### src/rtl/pipeline_pkg.sv
// Shared pipeline definitions: control bundle layout, NOP encoding,
// the hard-wired zero register, and a writeback-match helper used by the
// bypass muxes of the ID/EX register and by the hazard logic.
package pipeline_pkg;

    localparam int CTRL_W        = 10;

    // Control bundle bit map
    localparam int CTRL_REGWRITE = 0;
    localparam int CTRL_MEMREAD  = 1;
    localparam int CTRL_MEMWRITE = 2;
    localparam int CTRL_ALUSRC   = 3;
    localparam int CTRL_ALUOP_LO = 4;   // ALUOp[3:0] occupies bits 7:4
    localparam int CTRL_ALUOP_HI = 7;
    localparam int CTRL_REGDST   = 8;
    localparam int CTRL_MEMTOREG = 9;

    localparam logic [CTRL_W-1:0] CTRL_NOP = '0;
    localparam logic [4:0]        REG_ZERO = 5'd0;

    // True when a writeback to wreg must replace the value read for sreg.
    // Register 0 is never bypassed: writes to it are discarded.
    function automatic logic reg_match(input logic       wen,
                                       input logic [4:0] wreg,
                                       input logic [4:0] sreg);
        return wen && (wreg == sreg) && (sreg != REG_ZERO);
    endfunction

endpackage

### src/rtl/hazard_detect.sv
// Load-use hazard detection (purely combinational).
// Ports:
//   ex_valid, ex_memread, ex_rt : instruction currently in EX
//   id_valid, id_rs, id_rt      : instruction currently in ID
//   id_uses_rt                  : ID instruction actually reads rt
//   load_use                    : ID needs a value EX is still loading
module hazard_detect
    import pipeline_pkg::*;
(
    input  logic       ex_valid,
    input  logic       ex_memread,
    input  logic [4:0] ex_rt,
    input  logic       id_valid,
    input  logic [4:0] id_rs,
    input  logic [4:0] id_rt,
    input  logic       id_uses_rt,
    output logic       load_use
);

    assign load_use = ex_valid && ex_memread && (ex_rt != REG_ZERO) && id_valid &&
                      ((ex_rt == id_rs) || (id_uses_rt && (ex_rt == id_rt)));

endmodule

### src/rtl/id_ex_stage.sv
// ID/EX pipeline register with writeback bypass, load-use bubble insertion,
// flush/hold handling and a saturating stall counter.
// Ports:
//   clk, reset                          : clock, synchronous active-high reset
//   id_*                                : decoded instruction and regfile read data
//   wb_EnableWrite/write_reg/write_data : writeback port into the register file
//   flush, ex_hold                      : kill ID instruction / freeze EX register
//   stall_out                           : hold PC and IF/ID (combinational)
//   ex_*                                : registered instruction presented to EX
//   stall_cnt                           : saturating count of stalled cycles
module id_ex_stage #(
    parameter int XLEN   = 32,
    parameter int CTRL_W = 10,
    parameter int CNT_W  = 16
) (
    input  logic              clk,
    input  logic              reset,
    input  logic              id_valid,
    input  logic [4:0]        id_rs,
    input  logic [4:0]        id_rt,
    input  logic [4:0]        id_rd,
    input  logic              id_uses_rt,
    input  logic [XLEN-1:0]   id_rs_data,
    input  logic [XLEN-1:0]   id_rt_data,
    input  logic [XLEN-1:0]   id_imm,
    input  logic [CTRL_W-1:0] id_ctrl,
    input  logic              wb_EnableWrite,
    input  logic [4:0]        wb_write_reg,
    input  logic [XLEN-1:0]   wb_write_data,
    input  logic              flush,
    input  logic              ex_hold,
    output logic              stall_out,
    output logic              ex_valid,
    output logic [4:0]        ex_rs,
    output logic [4:0]        ex_rt,
    output logic [4:0]        ex_rd,
    output logic [XLEN-1:0]   ex_rs_data,
    output logic [XLEN-1:0]   ex_rt_data,
    output logic [XLEN-1:0]   ex_imm,
    output logic [CTRL_W-1:0] ex_ctrl,
    output logic [CNT_W-1:0]  stall_cnt
);
    import pipeline_pkg::*;

    function automatic logic [CNT_W-1:0] sat_inc(input logic [CNT_W-1:0] v);
        return (&v) ? v : v + 1'b1;
    endfunction

    logic              vld_p1;
    logic [4:0]        rs_p1, rt_p1, rd_p1;
    logic [XLEN-1:0]   rs_data_p1, rt_data_p1, imm_p1;
    logic [CTRL_W-1:0] ctrl_p1;
    logic [CNT_W-1:0]  cnt_p1;

    logic              load_use;
    logic [XLEN-1:0]   rs_byp_p0, rt_byp_p0;

    hazard_detect u_hazard (
        .ex_valid   (vld_p1),
        .ex_memread (ctrl_p1[CTRL_MEMREAD]),
        .ex_rt      (rt_p1),
        .id_valid   (id_valid),
        .id_rs      (id_rs),
        .id_rt      (id_rt),
        .id_uses_rt (id_uses_rt),
        .load_use   (load_use)
    );

    // Flush kills the ID instruction, so nothing upstream needs to wait.
    assign stall_out = !flush && (ex_hold || load_use);

    // ---- p0: regfile read data, patched by the same-cycle writeback ----
    // The regfile write lands at the same edge we capture, so its read port
    // still shows the stale value.
    assign rs_byp_p0 = reg_match(wb_EnableWrite, wb_write_reg, id_rs) ? wb_write_data : id_rs_data;
    assign rt_byp_p0 = reg_match(wb_EnableWrite, wb_write_reg, id_rt) ? wb_write_data : id_rt_data;

    // ---- p1: EX register ----
    always_ff @(posedge clk) begin
        if (reset) begin
            vld_p1     <= 1'b0;
            rs_p1      <= REG_ZERO;
            rt_p1      <= REG_ZERO;
            rd_p1      <= REG_ZERO;
            rs_data_p1 <= '0;
            rt_data_p1 <= '0;
            imm_p1     <= '0;
            ctrl_p1    <= CTRL_NOP;
            cnt_p1     <= '0;
        end else begin
            if (stall_out) begin
                cnt_p1 <= sat_inc(cnt_p1);
            end

            if (flush || (!ex_hold && load_use)) begin
                // Bubble: a NOP with all data fields cleared
                vld_p1     <= 1'b0;
                rs_p1      <= REG_ZERO;
                rt_p1      <= REG_ZERO;
                rd_p1      <= REG_ZERO;
                rs_data_p1 <= '0;
                rt_data_p1 <= '0;
                imm_p1     <= '0;
                ctrl_p1    <= CTRL_NOP;
            end else if (ex_hold) begin
                // Frozen instruction must not miss a writeback to its sources
                if (reg_match(wb_EnableWrite, wb_write_reg, rs_p1)) begin
                    rs_data_p1 <= wb_write_data;
                end
                if (reg_match(wb_EnableWrite, wb_write_reg, rt_p1)) begin
                    rt_data_p1 <= wb_write_data;
                end
            end else begin
                vld_p1     <= id_valid;
                rs_p1      <= id_rs;
                rt_p1      <= id_rt;
                rd_p1      <= id_rd;
                rs_data_p1 <= rs_byp_p0;
                rt_data_p1 <= rt_byp_p0;
                imm_p1     <= id_imm;
                ctrl_p1    <= id_valid ? id_ctrl : CTRL_NOP;
            end
        end
    end

    assign ex_valid   = vld_p1;
    assign ex_rs      = rs_p1;
    assign ex_rt      = rt_p1;
    assign ex_rd      = rd_p1;
    assign ex_rs_data = rs_data_p1;
    assign ex_rt_data = rt_data_p1;
    assign ex_imm     = imm_p1;
    assign ex_ctrl    = ctrl_p1;
    assign stall_cnt  = cnt_p1;

endmodule

### config.mk
export PLATFORM = sky130hd
export DESIGN_NAME = id_ex_stage
export DESIGN_NICKNAME = d
export VERILOG_FILES = /design/src/rtl/pipeline_pkg.sv /design/src/rtl/hazard_detect.sv /design/src/rtl/id_ex_stage.sv
export SDC_FILE = /design/constraint.sdc
export NUM_CORES = 1
export LEC_CHECK = 0
export CAP_MARGIN = 20
export CORE_UTILIZATION = 37
export CTS_BUF_LIST = sky130_fd_sc_hd__clkbuf_4
export DETAILED_ROUTE_END_ITERATION = 7
export HOLD_SLACK_MARGIN = 0.1
export PLACE_DENSITY = 0.82
export SYNTH_ARGS = -nofsm -noshare
export SYNTH_HDL_FRONTEND = slang
export SYNTH_SLANG_ARGS = --single-unit
### constraint.sdc
create_clock -name clk -period 2.2 [get_ports clk]
set_input_delay 0.44 -clock clk [delete_from_list [all_inputs] [get_ports clk]]
set_output_delay 0.44 -clock clk [all_outputs]
set_load 0.02 [all_outputs]
==> results of run 1 <==
-- sequential cells by signal, indices dropped and copies added, names as in the netlist --
name / flops
ex_valid: 1
stall_cnt: 16
ex_rd: 5
ex_rt_data: 32
ex_imm: 32
ex_rs_data: 32
ex_rt: 5
ex_ctrl: 10
ex_rs: 5
-- cell families (layout without fill, tap and decap cells) --
kind of cell	Yosys count	in the layout	synth area share
muxes	97	97	0.162
DFF	138	138	0.461
adders and majority gates	1	1	0.00209
xor gates and xnor gates	28	28	0.0409
and+or+nand+nor	188	188	0.136
AOI/OAI and AO/OA	133	136	0.157
buffers and inverters	51	424	0.0409
other	0	1	0
-- tightest hold or removal path, stage by stage --
cell and delay (ns):
clkdlybuf4s50_1 0.42, nand2_1 0.07, a21oi_1 0.06
-- cell usage after synthesis --
| library cell | count | area, um^2 |
|---|---|---|
| nand4_1 | 11 | 68.8 |
| a221oi_1 | 1 | 8.76 |
| a41oi_1 | 1 | 8.76 |
| buf_6 | 4 | 45.0 |
| buf_1 | 2 | 7.51 |
| nor4_1 | 4 | 25.0 |
| nor2b_1 | 3 | 18.8 |
| o31a_1 | 1 | 8.76 |
| nor2_1 | 116 | 435 |
| a22oi_1 | 26 | 195 |
| o31ai_1 | 2 | 15.0 |
| a21oi_1 | 31 | 155 |
| a2bb2oi_1 | 1 | 8.76 |
| o2111ai_2 | 1 | 15.0 |
| xor2_1 | 10 | 87.6 |
| dfxtp_1 | 138 | 2760 |
| ha_1 | 1 | 12.5 |
| a41oi_2 | 2 | 32.5 |
| o21ai_0 | 15 | 75.1 |
| a211oi_1 | 42 | 315 |
| mux2i_1 | 96 | 961 |
| o22ai_1 | 1 | 6.26 |
| and3_1 | 3 | 18.8 |
| or3_1 | 12 | 75.1 |
| a211o_1 | 1 | 8.76 |
| nand3_1 | 4 | 20.0 |
| nand2_1 | 26 | 97.6 |
| or4_1 | 1 | 7.51 |
| inv_1 | 4 | 15.0 |
| or2_2 | 3 | 18.8 |
| a41o_1 | 1 | 10.0 |
| xnor2_1 | 18 | 158 |
| nor3_1 | 4 | 20.0 |
| o21ai_1 | 1 | 5.00 |
| or4_4 | 1 | 11.3 |
| mux2_2 | 1 | 11.3 |
| buf_4 | 1 | 7.51 |
| buf_2 | 16 | 80.1 |
| a211oi_2 | 6 | 75.1 |
| clkbuf_1 | 24 | 90.1 |
-- power breakdown --
group | internal, W | switching (W) | leakage (nW) | total (W)
combinational | 0.000750 | 0.000607 | 2.94 | 0.00136
sequential | 0.00259 | 0.0000531 | 1.13 | 0.00264
clock | 0.000785 | 0.00102 | 0.150 | 0.00180
total | 0.00412 | 0.00168 | 4.22 | 0.00580
-- layer usage --
layer | up-vias | part of all wire | GRT usage
met5 | - | 0 | 0
met4 | 0 | 0.028 | 0.125
met3 | 50 | 0.068 | 0.0723
met2 | 254 | 0.51 | 0.400
met1 | 2963 | 0.40 | 0.275
li1 | 3019 | - | -
-- area by class of cell --
type                       count  area (um^2)
tap                          216          270
inverter                       4         15.0
fill                        1222         5140
timing repair buffer         388         4040
clock buffer                  17          128
clock inverter                15          174
multi-input combinational    450         3300
antenna                        1         2.50
sequential                   138         2770
-- timing repair --
| action | CTS | global route |
|---|---|---|
| gates cloned | 0 | 16 |
| pin swaps | 5 | 7 |
| setup endpoints to repair | 3 | 125 |
| resized for setup | 19 | 53 |
| setup buffers | 2 | 2 |
-- how the worst max path moves through the flow --
stage / start / to / slack, ns / depth (start not counted)
2_1_floorplan: ex_rt[0] / stall_out / 0.002 / 5
3_3_place_gp: id_rs[1] / stall_out / -0.42 / 7
3_5_place_dp: id_rs[3] / stall_out / -0.46 / 7
4_1_cts: ex_rt[3] / stall_out / -0.40 / 6
5_1_grt: ex_rt[0] / stall_out / -0.42 / 6
6_report: ex_rt[0] / stall_out / -0.29 / 6
-- stage by stage --
stage / setup TNS (ns) / hold WS (ns) / setup WS, ns / cell area [um^2] / power (W)
floorplan: 0 / 0.525 / 0.00170 / 6000 / 0.00320
global placement: -24.87 / 0.473 / -0.424 / 9770 / 0.00389
detailed placement: -29.81 / 0.487 / -0.463 / 9770 / 0.00391
CTS: -0.478 / 0.405 / -0.398 / 10100 / 0.00572
global route: -14.84 / 0.417 / -0.424 / 10700 / 0.00605
finish: -4.81 / 0.463 / -0.294 / 10700 / 0.00580
==> impl_metrics.toml, run 1 <==
[sta]
rsz0062_at_grt = "true"
clock-skew-final_ns = 0.0166
hold_viol = 0
max_clock_freq_mhz = 401
setup_viol = 84
maxSlewHeadroom = 0.638
finalCritPeriodShare = 1.13
fin_ws_ns = -0.294
slew_violations = 0
worst_pin_slew_ns = 0.541
min_period_ns = 2.49

[global_routing]
grt_max_degree = 66
grt.total_usage = 0.239
grt_pass1_vias = 5985
antenna_found_initial = 1
grt_pass1_wl_um = 30600
grt_overflow = 0

[floorplanning]
core_area_um2 = 15800
ios = 304
placementRows = 46
dieArea_um2 = 16700
fp.dieH_um = 129
start_util = 0.379
die_w_um = 129

[min_path]
hold_path.class = "in -> reg"
worstHoldPathCells = 3
hp-start = "wb_write_data[1]"
hold-path-endpoint = "ex_rt_data[1]"

[route]
routed_wl_um = 22500
via_count = 6286
routedWlPerCell_um = 18.3
firstDrtPassIters = 7
drc_errors = 5
drtIter0Drc = 278
vias_per_cell = 5.11
final_antenna_net_count = 0

[clocking]
path_clk_slew_ns = 0.12
hold_buffers = 0
clock-sinks = 138
numCtsBuffers = 17
cts_max_path_buffers = 2
htree_levels = 4
root_buffer = "clkbuf_4"
cts_tree = "built"
clkLatencyLatePin_ns = 0.55

[worst_setup_path]
r2r_end = "ex_rs_data[20]"
crit_arrival_ns = 2.05
reg2reg_from = "ex_rt[0]"
crit_family = "simple AND/OR/NAND/NOR gates"
cp-end-kind = "output port"
crit_chain = "or4_4, o2111ai_4, nor2_2, a2bb2oi_2, inv_1, buf_6"
ff2ff_setup_slack_ns = -0.14
crit_slowest_cell = "or4_4"
max_stage_delay_ns = 0.56
startpoint_type = "flip-flop"
path_class = "reg -> out"
r2r_cells = 8
crit_path_max_fanout = 2
worst-path-buf-inv = 2
worstPathRequired_ns = 1.76

[power]
leakage_nw = 4.22
peakVddDrop_v = 0.000427
powerDensity_nw_per_um2 = 543

[synth]
avgSynthCellArea_um2 = 9.43
netlist_area_um2 = 6000
ys_seq_area_frac = 0.461
synth_seq_cells = 138
synth.distinct_cells = 40
synth_nets = 802
syn_inst = 636
ys_warn_count = 0

[layout]
stdcell_count = 1229
nets = 1165
layout-drive-gt1-share = 0.180
layout_common_cells = "clkdlybuf4s50_1 (296), dfxtp_1 (135), nor2_1 (112)"
layout_commonest_cell = "clkdlybuf4s50_1"
fin_util = 0.675
syn_to_final_growth_pct = 78.2

[placement]
dp.cells = 1176
io_buffers = 303
dp_hpwl_um = 15200
globalplace.congestion = 0.851

[status]
failed_checks = "design-rule violations, negative setup slack"
status = "finished, violations left"

[run]
drv_cap = 0
Power figures use the tool's default switching activity.
==> run 2, diff against run 1 <==
--- a/config.mk
+++ b/config.mk
@@ -11,6 +11,7 @@
 export DETAILED_ROUTE_END_ITERATION = 7
 export HOLD_SLACK_MARGIN = 0.1
 export PLACE_DENSITY = 0.82
+export REMOVE_ABC_BUFFERS = 1
 export SYNTH_ARGS = -nofsm -noshare
 export SYNTH_HDL_FRONTEND = slang
 export SYNTH_SLANG_ARGS = --single-unit
==> run 2 against run 1 <==
  * The flow finishes with violations (negative setup slack)
  * Cell count is 1.5% lower
  * Clock power is 9% lower
  * Global-route usage is 0.78 points lower
  * Sequential share of layout area is 0.81 points higher
  * Clock skew hardly changed
==> impl_metrics.toml, run 2 (synthesized netlist as in run 1, its figures left out) <==
[clocking]
clkLatencyLatePin_ns = 0.56
cts_tree = "built"
numCtsBuffers = 17
cts_max_path_buffers = 2
root_buffer = "clkbuf_4"
hold_buffers = 0
path_clk_slew_ns = 0.13
clock-sinks = 138
htree_levels = 4

[worst_setup_path]
max_stage_delay_ns = 0.55
worstPathRequired_ns = 1.76
r2r_cells = 7
r2r_end = "ex_rt_data[15]"
crit_chain = "or4_4, o2111ai_4, nor2_2, a2bb2oi_2, inv_1, buf_6"
worst-path-buf-inv = 2
cp-end-kind = "output port"
cp.depth = 6
ff2ff_setup_slack_ns = -0.04
cp-endpoint = "stall_out"
crit_arrival_ns = 2.08
startpoint_type = "flip-flop"
crit_family = "simple AND/OR/NAND/NOR gates"
critPathLaunch = "ex_rt[0]"
reg2reg_from = "ex_rt[0]"
path_class = "reg -> out"
crit_slowest_cell = "or4_4"
crit_path_max_fanout = 2

[power]
powerDensity_nw_per_um2 = 537
peakVddDrop_v = 0.000332
leakage_nw = 4.11

[global_routing]
grt_max_degree = 51
grt_pass1_vias = 5724
grt_overflow = 0
grt_pass1_wl_um = 29500
antenna_found_initial = 1
grt.total_usage = 0.231

[sta]
fin_setup_tns_ns = -0.955
rsz0062_at_grt = "true"
maxSlewHeadroom = 0.566
hold_viol = 0
min_period_ns = 2.52
fin_ws_ns = -0.322
clock-skew-final_ns = 0.0169
finalCritPeriodShare = 1.15
max_clock_freq_mhz = 397
worst_pin_slew_ns = 0.651
setup_viol = 25
slew_violations = 0

[floorplanning]
ios = 304
start_util = 0.379
placementRows = 46
core_area_um2 = 15800
dieArea_um2 = 16700
die_w_um = 129
fp.dieH_um = 129

[layout]
layout_common_cells = "clkdlybuf4s50_1 (293), dfxtp_1 (135), nor2_1 (114)"
nets = 1147
layout_commonest_cell = "clkdlybuf4s50_1"
fin_area_um2 = 10400
syn_to_final_growth_pct = 72.6
layout-drive-gt1-share = 0.152

[placement]
io_buffers = 303
globalplace.congestion = 0.849
dp_hpwl_um = 15000
placed_cell_area_um2 = 9670

[run]
drv_cap = 0

[route]
drtIter0Drc = 292
routedWlPerCell_um = 17.7
routed_wl_um = 21500
via_count = 6241
vias_per_cell = 5.15
final_antenna_net_count = 0
drc_errors = 0
firstDrtPassIters = 4

[status]
failed_checks = "negative setup slack"
status = "finished, violations left"

[min_path]
hp-start = "wb_write_data[24]"
hold_path.class = "in -> reg"
-- run 2: power breakdown --
| part | total [W] | internal [W] | switching, W |
|---|---|---|---|
| logic | 0.00129 | 0.000707 | 0.000587 |
| clock network | 0.00163 | 0.000580 | 0.00105 |
| registers | 0.00264 | 0.00259 | 0.0000511 |
| total | 0.00556 | 0.00387 | 0.00168 |
-- run 2: tightest hold or removal path, cell delays in order --
cell and delay [ns]:
clkdlybuf4s50_1 0.41, nand2_1 0.06, a21oi_1 0.06
-- run 2: area by class of cell --
class / count / area [um^2]
repair buffers: 371 / 3800
clock buffers: 17 / 128
diodes: 1 / 2.50
clock inverters: 15 / 141
flip-flops and latches: 138 / 2770
inverters: 4 / 15.0
multi-input cells: 449 / 3230
fillers: 1230 / 5470
well taps: 216 / 270
-- run 2: stage by stage --
step / instances / util / worst slack, ns / total power, W / hold WS [ns]
after floorplan: 589 / - / -2.18 / 0.00316 / 0.509
after global placement: 1165 / 0.611 / -0.431 / 0.00387 / 0.472
after detailed placement: 1165 / 0.611 / -0.479 / 0.00389 / 0.486
after CTS: 1198 / 0.633 / -0.385 / 0.00552 / 0.406
after global routing: 1211 / 0.654 / -0.448 / 0.00581 / 0.413
final: 1211 / 0.654 / -0.322 / 0.00556 / 0.452
-- run 2: repair_timing --
item,CTS,global route
gates cloned,0,11
resized for setup,26,30
buffers inserted,1,1
pin swaps,4,7
setup endpoints to repair,4,74
-- run 2: worst min path at each step --
| stage | end | slack [ns] | depth (start not counted) |
|---|---|---|---|
| global route | ex_rs_data[15] | 0.41 | 3 |
| finish | ex_rs_data[24] | 0.45 | 3 |
| floorplan | stall_cnt[11] | 0.51 | 1 |
| detailed placement | ex_rd[1] | 0.49 | 2 |
| global placement | ex_imm[2] | 0.47 | 2 |
| CTS | ex_rs_data[24] | 0.41 | 3 |
-- run 2: routing by layer --
metal  share of wire  global-route usage
met3           0.082              0.0888
met5               0                   0
met4           0.025              0.0775
met2            0.50               0.397
met1            0.40               0.263
==> run 3, diff against run 2 <==
--- a/config.mk
+++ b/config.mk
@@ -12,6 +12,7 @@
 export HOLD_SLACK_MARGIN = 0.1
 export PLACE_DENSITY = 0.82
 export REMOVE_ABC_BUFFERS = 1
+export SKIP_CTS_REPAIR_TIMING = 1
 export SYNTH_ARGS = -nofsm -noshare
 export SYNTH_HDL_FRONTEND = slang
 export SYNTH_SLANG_ARGS = --single-unit
==> run 3 against run 2 <==
  * The flow still finishes with violations (negative setup slack)
  * Critical path depth stayed put
  * Setup slack worse by 0.021 ns
  * First-iteration DRC count down 1.0%
  * Highest routed layer unchanged
==> impl_metrics.toml, run 3 (synthesized netlist as in run 1, its figures left out) <==
[status]
status = "finished, violations left"
failed_checks = "negative setup slack"

[layout]
layout-drive-gt1-share = 0.146
layout_commonest_cell = "clkdlybuf4s50_1"
n_fill_cell = 1260
nets = 1140
multiInputGateArea_um2 = 3210
syn_to_final_growth_pct = 70.2
fin_area_um2 = 10200
ff_latch_area_um2 = 2770
layout_common_cells = "clkdlybuf4s50_1 (293), dfxtp_1 (135), nor2_1 (115)"

[power]
powerDensity_nw_per_um2 = 540
leakage_nw = 4.07
peakVddDrop_v = 0.000330
total_power_w = 0.00551

[global_routing]
grt.total_usage = 0.230
grt_max_degree = 51
grt_pass1_wl_um = 29200
antenna_found_initial = 1
grt_pass1_vias = 5691
grt_overflow = 0

[sta]
hold_viol = 0
max_clock_freq_mhz = 393
finalCritPeriodShare = 1.16
min_period_ns = 2.54
rsz0062_at_grt = "true"
fin_setup_tns_ns = -1.45
maxSlewHeadroom = 0.561
fin_ws_ns = -0.342
worst_pin_slew_ns = 0.659
clock-skew-final_ns = 0.0188
slew_violations = 0
holdWs_ns = 0.455
setup_viol = 41

[worst_setup_path]
crit_path_max_fanout = 2
cp-end-kind = "output port"
worstPathRequired_ns = 1.76
startpoint_type = "flip-flop"
path_class = "reg -> out"
crit_arrival_ns = 2.10

[placement]
placed_cell_area_um2 = 9670
dp_hpwl_um = 15000
pre_cts_slack_ns = -0.479
globalplace.congestion = 0.849
io_buffers = 303

[clocking]
numCtsBuffers = 17
htree_levels = 4
cts_max_path_buffers = 2
clkLatencyLatePin_ns = 0.56
clock-sinks = 138
cts_tree = "built"
path_clk_slew_ns = 0.13
root_buffer = "clkbuf_4"

[min_path]
hold_path.class = "in -> reg"

[route]
drc_errors = 0
firstDrtPassIters = 5
drtIter0Drc = 289
via_count = 6142
vias_per_cell = 5.10
routed_wl_um = 20700
routedWlPerCell_um = 17.2
final_antenna_net_count = 0

[floorplanning]
fp.dieH_um = 129
core_area_um2 = 15800
placementRows = 46
dieArea_um2 = 16700
die_w_um = 129
start_util = 0.379
ios = 304

[run]
drv_cap = 0
==> run 3: cell types whose count changed in the layout (fill, tap and decap cells not counted), sizes merged <==
| cell | previous run | this run |
|---|---|---|
| a211o | 3 | 2 |
| buf | 65 | 63 |
| clkbuf | 22 | 18 |
| dlygate4sd2 | 3 | 0 |
| dlymetal6s2s | 5 | 8 |
==> run 3: metal layers <==
| layer | vias to the layer above | track usage | share of wire |
|---|---|---|---|
| li1 | 2958 | - | - |
| met1 | 2885 | 0.259 | 0.40 |
| met2 | 265 | 0.394 | 0.49 |
| met3 | 34 | 0.0875 | 0.085 |
| met4 | 0 | 0.0810 | 0.026 |
| met5 | - | 0 | 0 |
==> run 3: power breakdown <==
part | internal, W | switching [W]
clock network | 0.000581 | 0.00104
registers | 0.00259 | 0.0000505
logic | 0.000684 | 0.000572
==> run 3: final cells by class <==
type | count | area share
Tap cell | 216 | 0.0265
Timing Repair Buffer | 365 | 0.360
Sequential cell | 138 | 0.271
Clock buffer | 17 | 0.0125
Clock inverter | 15 | 0.0138
Multi-Input combinational cell | 448 | 0.315
Antenna cell | 1 | 0.000245
Inverter | 4 | 0.00147
==> run 3: critical path, stage by stage (launching register included) <==
cell and delay [ns]:
dfxtp_2 0.34, or4_4 0.56, o2111ai_4 0.24, nor2_2 0.06
a2bb2oi_2 0.17, inv_1 0.07, buf_6 0.13
==> run 3: worst paths after layout <==
path                           from             end  slack [ns]  depth (start not counted)
setup reg to reg           ex_rt[2]  ex_rs_data[26]       -0.07                          7
setup / recovery           ex_rt[2]       stall_out       -0.34                          6
hold reg to reg       ex_rt_data[9]   ex_rt_data[9]        0.51                          2
hold / removal    wb_write_data[24]  ex_rs_data[24]        0.46                          3
==> run 3: per-stage QoR <==
| stage | utilization | cells |
|---|---|---|
| finish | 0.645 | 1204 |
| CTS | 0.628 | 1197 |
| floorplan | - | 589 |
| global placement | 0.611 | 1165 |
| detailed placement | 0.611 | 1165 |
| global route | 0.645 | 1204 |
